## config.mk

```make
export PLATFORM = sky130hd
export DESIGN_NAME = cpu64_l1_evict_reader
export DESIGN_NICKNAME = d
export VERILOG_FILES = /design/src/rtl/cpu64_l1_evict_reader.sv
export SDC_FILE = /design/constraint.sdc
export NUM_CORES = 1
export LEC_CHECK = 0
export CORE_MARGIN = 5
export CORE_UTILIZATION = 44
export CTS_CLUSTER_DIAMETER = 120
export DETAILED_ROUTE_END_ITERATION = 7
export GPL_TIMING_DRIVEN = 0
export PLACE_DENSITY = 0.88
export SLEW_MARGIN = 20
export SYNTH_ARGS = -nofsm -noshare
export SYNTH_HDL_FRONTEND = slang
export SYNTH_SLANG_ARGS = --single-unit
```

## constraint.sdc

```tcl
create_clock -name clk_i -period 4.36 [get_ports clk_i]
set_input_delay 0.654 -clock clk_i [delete_from_list [all_inputs] [get_ports clk_i]]
set_output_delay 0.654 -clock clk_i [all_outputs]
set_load 0.005 [all_outputs]
```

## src/rtl/cpu64_l1_evict_reader.sv

```systemverilog
// L1 eviction/probe reader: walks one cache line out of the data array onto the
// TL-C C channel (Release/ProbeAck, with or without data), then rewrites tag/state.
module cpu64_l1_evict_reader #(
  parameter int INDEX_W = 5,
  parameter int TAG_W   = 53,
  localparam int AW     = TAG_W + INDEX_W + 6
) (
  input  logic               clk_i,
  input  logic               rst_ni,
  // request
  input  logic               req_valid_i,
  output logic               req_ready_o,
  input  logic               req_release_i,
  input  logic               req_dirty_i,
  input  logic [INDEX_W-1:0] req_index_i,
  input  logic [2:0]         req_way_i,
  input  logic [TAG_W-1:0]   req_tag_i,
  input  logic [2:0]         req_param_i,
  input  logic [1:0]         req_new_state_i,
  // data/tag array
  output logic [INDEX_W-1:0] arr_index_o,
  output logic [2:0]         arr_way_o,
  output logic [2:0]         arr_word_o,
  input  logic [63:0]        arr_rdata_i,
  output logic               arr_we_o,
  output logic [7:0]         arr_be_o,
  output logic [TAG_W-1:0]   arr_tag_o,
  output logic [1:0]         arr_state_o,
  // C channel
  output logic               c_valid_o,
  input  logic               c_ready_i,
  output logic [2:0]         c_opcode_o,
  output logic [2:0]         c_param_o,
  output logic [2:0]         c_size_o,
  output logic [AW-1:0]      c_address_o,
  output logic [63:0]        c_data_o,
  output logic               c_last_o,
  output logic               done_o
);

  // state | meaning
  // IDLE  | waiting for a request, req_ready_o high
  // FETCH | read word 0 of the line into the data register
  // SEND  | present beats on C; next word is pre-addressed for zero-bubble capture
  // UPD   | write latched tag/state back, data bytes untouched
  // DONE  | one-cycle completion pulse
  typedef enum logic [2:0] {
    S_IDLE  = 3'd0,
    S_FETCH = 3'd1,
    S_SEND  = 3'd2,
    S_UPD   = 3'd3,
    S_DONE  = 3'd4
  } state_e;

  state_e state_q, state_d;

  logic               release_q, release_d;
  logic               dirty_q, dirty_d;
  logic [INDEX_W-1:0] index_q, index_d;
  logic [2:0]         way_q, way_d;
  logic [TAG_W-1:0]   tag_q, tag_d;
  logic [2:0]         param_q, param_d;
  logic [1:0]         new_state_q, new_state_d;
  logic [2:0]         cnt_q, cnt_d;
  logic [63:0]        data_q, data_d;

  logic accept;
  logic beat_fire;
  logic last_beat;

  assign accept    = (state_q == S_IDLE) && req_valid_i;
  assign beat_fire = (state_q == S_SEND) && c_ready_i;
  assign last_beat = !dirty_q || (cnt_q == 3'd7);

  // state register
  always_ff @(posedge clk_i or negedge rst_ni) begin
    if (!rst_ni) begin
      state_q <= S_IDLE;
    end else begin
      state_q <= state_d;
    end
  end

  // next-state logic
  always_comb begin
    state_d = state_q;
    case (state_q)
      S_IDLE:  if (req_valid_i) state_d = req_dirty_i ? S_FETCH : S_SEND;
      S_FETCH: state_d = S_SEND;
      S_SEND:  if (c_ready_i && last_beat) state_d = S_UPD;
      S_UPD:   state_d = S_DONE;
      S_DONE:  state_d = S_IDLE;
      default: state_d = S_IDLE;
    endcase
  end

  // request latch, beat counter and data register
  always_comb begin
    release_d   = release_q;
    dirty_d     = dirty_q;
    index_d     = index_q;
    way_d       = way_q;
    tag_d       = tag_q;
    param_d     = param_q;
    new_state_d = new_state_q;
    cnt_d       = cnt_q;
    data_d      = data_q;
    if (accept) begin
      release_d   = req_release_i;
      dirty_d     = req_dirty_i;
      index_d     = req_index_i;
      way_d       = req_way_i;
      tag_d       = req_tag_i;
      param_d     = req_param_i;
      new_state_d = req_new_state_i;
      cnt_d       = 3'd0;
      data_d      = 64'd0;
    end else if (state_q == S_FETCH) begin
      cnt_d  = 3'd0;
      data_d = arr_rdata_i;
    end else if (beat_fire && !last_beat) begin
      cnt_d  = cnt_q + 3'd1;
      data_d = arr_rdata_i;
    end
  end

  always_ff @(posedge clk_i or negedge rst_ni) begin
    if (!rst_ni) begin
      release_q   <= 1'b0;
      dirty_q     <= 1'b0;
      index_q     <= '0;
      way_q       <= 3'd0;
      tag_q       <= '0;
      param_q     <= 3'd0;
      new_state_q <= 2'd0;
      cnt_q       <= 3'd0;
      data_q      <= 64'd0;
    end else begin
      release_q   <= release_d;
      dirty_q     <= dirty_d;
      index_q     <= index_d;
      way_q       <= way_d;
      tag_q       <= tag_d;
      param_q     <= param_d;
      new_state_q <= new_state_d;
      cnt_q       <= cnt_d;
      data_q      <= data_d;
    end
  end

  // outputs; everything is decoded from registered state so C stays stable under stall
  always_comb begin
    req_ready_o = 1'b0;
    arr_index_o = '0;
    arr_way_o   = 3'd0;
    arr_word_o  = 3'd0;
    arr_we_o    = 1'b0;
    arr_be_o    = 8'h00;
    arr_tag_o   = '0;
    arr_state_o = 2'd0;
    c_valid_o   = 1'b0;
    c_opcode_o  = 3'd0;
    c_param_o   = 3'd0;
    c_size_o    = 3'd0;
    c_address_o = '0;
    c_data_o    = 64'd0;
    c_last_o    = 1'b0;
    done_o      = 1'b0;
    case (state_q)
      S_IDLE: begin
        req_ready_o = 1'b1;
      end
      S_FETCH: begin
        arr_index_o = index_q;
        arr_way_o   = way_q;
        arr_word_o  = 3'd0;
      end
      S_SEND: begin
        arr_index_o = index_q;
        arr_way_o   = way_q;
        arr_word_o  = cnt_q + 3'd1;
        c_valid_o   = 1'b1;
        c_opcode_o  = {1'b1, release_q, dirty_q};
        c_param_o   = param_q;
        c_size_o    = 3'd6;
        c_address_o = {tag_q, index_q, 6'b0};
        c_data_o    = dirty_q ? data_q : 64'd0;
        c_last_o    = last_beat;
      end
      S_UPD: begin
        arr_index_o = index_q;
        arr_way_o   = way_q;
        arr_we_o    = 1'b1;
        arr_be_o    = 8'h00;
        arr_tag_o   = tag_q;
        arr_state_o = new_state_q;
      end
      S_DONE: begin
        done_o = 1'b1;
      end
      default: begin
        req_ready_o = 1'b0;
      end
    endcase
  end

endmodule

```

==> results.md <==
* DRT Pass-1 Iters at 4
* Slew headroom at 57.6%
* Post-synth EDFFs at 0
* Total grt overflow at 0
* Clock tree buffer depth at 2
* Syn. warnings at 0
* # setup viols final at 0
* Leak Pwr at 5.41 nW
* Via/cell ratio at 4.72
* Critical Path RT at 3.71 ns
* Hold violation count in the final report at 0
* Vias in the first global route at 6389
* Hold/Removal Path Class: input port to asynchronous set/reset pin
* IO Count at 352
* Syn Area/Cell at 10.3 sq um
* 1st-iter DRT viols at 223
* Minimum clock period at 3.73 ns
* Clock-pin slew on the worst setup and hold paths at 0.06 ns
* Chip Height at 138 um
* Share of the synthesized area in the top cell type at 48.0%
* CTS tree: yes
* Slowest stage delay, CP at 0.56 ns
* Post-CTS Setup Repair Bufs at 0
* Synth area leader: dfrtp_1
* Ys flop type: dfrtp_1
* Setup crit start: state_q[0]
* DRC violations left at 0
* Worst-margin pin slew at 0.635 ns
* Synth top area cells: dfrtp_1, and2_1, mux2_2
* Vias at 6128
* Wirelength, routed at 24300 um
* Post-CTS sizing at 0
* Crit path capture: c_data_o[59]
* Final Skew at 0.0117 ns
* PortBufs at 336
* Area Overhead vs Synth at 60.5%
* Placed instance area at 10900 sq um
* Unrepaired setup endpoints after global routing: no
* Gpl congestion at 0.898
* Run status: finished clean
* CTS root buffer: clkbuf_16
* Max-cap viol count at 0
* Top cells by count, synth: dfrtp_1, and2_1, inv_1, nand2_1
* Global-route wire length before repair at 36200 um
* Critical path class: flop to primary output
* Number of synthesized register bits at 138
* Hold slack at 0.160 ns
* Final Total Pwr at 8.44 mW
* Post-synth cell types at 30
* R2R cell count at 7
* Startpoint types: flop
* Asr flop ratio synth at 100%
* Cell Rows at 46
* Initial antenna violation count at 4
* H-tree levels at 4
* Die width at 138 um
* Core Region at 15900 sq um
* Die area at 19000 sq um
* Worst-path fanout max at 10
* Worst path arrival time at 3.07 ns
* CP max stage cell: clkdlybuf4s50_1
* DR WL/cell at 18.7 um
* Pwr per Cell Area at 730 nW/um^2
* Setup TNS Final at 0 ns
* CP cell instances: or3b_1 > buf_2 > inv_1 > buf_4 > clkbuf_1 > and3_1 > clkdlybuf4s50_1
* FMAX at 268 MHz
* Nets at 1205
* Largest net degree at the start of global routing at 82
* Fin. max-slew vios at 0
* Detailed Place HPWL at 18800 um
* Ratio of cells with drive above 1 in the final layout at 12.9%
* Antenna Nets Post-Route at 0
* Crit path capture type: primary output
* Starting density of the core at 45.1%
* R2r endpoint: data_q[58]
* Gate Count Post-Synth at 697
* Worst-Skew Late Latency at 0.41 ns
* CTS buffer count at 17
* Fin worst setup slack at 0.633 ns
* Fin crit share at 85.5%
* Max VDD drop at 431 uV
* Mapped cell area at 7200 sq um
* Top-count cell post-synth: dfrtp_1
* CTS Hold Bufs at 0
* GRT Overall Usage at 25.3%
* Sequential fraction of the synthesis area at 48.0%
* Finished Cell Area at 11600 sq um
* RR Startpoint: cnt_q[0]
* Pre-CTS setup slack at 1.00 ns
* Flop2flop setup slack at 2.30 ns
* CTS Sinks at 138
sequential cells by signal, indices dropped and copies added, names as in the netlist:
signal and cells:
cnt_q 3, dirty_q 1, data_q 64, way_q 3, new_state_q 2, index_q 5
release_q 1, param_q 3, tag_q 53, state_q 3
layer usage:
| layer | routed length [um] | up-vias | global-route usage (%) |
|---|---|---|---|
| met4 | 860 | 2 | 11.2 |
| met3 | 1840 | 48 | 7.84 |
| met5 | 13 | - | 0 |
| met2 | 12200 | 241 | 42.3 |
| li1 | - | 2941 | - |
| met1 | 9360 | 2896 | 30.1 |
worst min path at each step:
stage	cells past startpoint	start	slack, ns	end
5_1_grt	1	rst_ni	0.19	tag_q[48]
3_5_place_dp	1	way_q[1]	0.49	way_q[1]
6_report	1	rst_ni	0.16	tag_q[48]
2_1_floorplan	0	rst_ni	0.36	cnt_q[0]
3_3_place_gp	1	param_q[1]	0.48	param_q[1]
4_1_cts	1	rst_ni	0.16	tag_q[48]
critical path, delay by kind of cell (launching register included):
family,cells,cell delay [ns]
buffers and inverters,5,1.60
flip-flops,1,0.46
AND/OR/NAND/NOR,2,0.61
layout make-up:
class,count,area [sq um]
fill,1190,4390
sequential,138,3450
timing repair buffer,337,3400
multi-input combinational,437,3130
clock buffer,21,460
buffer,70,424
tap,216,270
inverter,66,248
clock inverter,11,169
antenna,3,7.51
cell usage in the layout (no fill, tap or decap), types with 2 or more instances in the layout:
cell,n
nor2_1,6
a21oi_1,3
nor3_1,3
mux2_2,63
nand3_1,2
inv_1,66
and3_1,64
buf_6,10
mux2_4,4
ha_1,2
clkinv_2,2
clkbuf_8,2
conb_1,15
buf_4,20
buf_2,9
clkbuf_16,17
clkinvlp_4,4
and3b_1,2
o21ai_0,4
and2_1,130
clkbuf_1,32
dfrtp_1,138
clkdlybuf4s50_1,335
diode_2,3
mux2i_1,64
bufinv_16,4
nand2_1,66
logic make-up after synthesis:
group / count (synthesis) / synth area share, %
AND/OR/NAND/NOR: 278 / 21.8
flip-flops: 138 / 48.0
buffers and inverters: 136 / 9.33
multiplexers: 131 / 19.6
AO/OA/AOI/OAI: 11 / 0.904
adder cells (fa/ha/maj): 2 / 0.348
other: 1 / 0.0521
stage by stage:
stage	utilization (%)	std cells
final	72.5	1299
after global routing	72.5	1299
after CTS	72.4	1296
after detailed placement	68.5	1264
after global placement	68.3	1263
after floorplan	-	711
report_power, final:
part	internal (mW)	switching, mW
logic	2.62	1.95
clock network	0.987	0.541
registers	1.95	0.387
No activity file was read; power rests on OpenSTA's default activity.
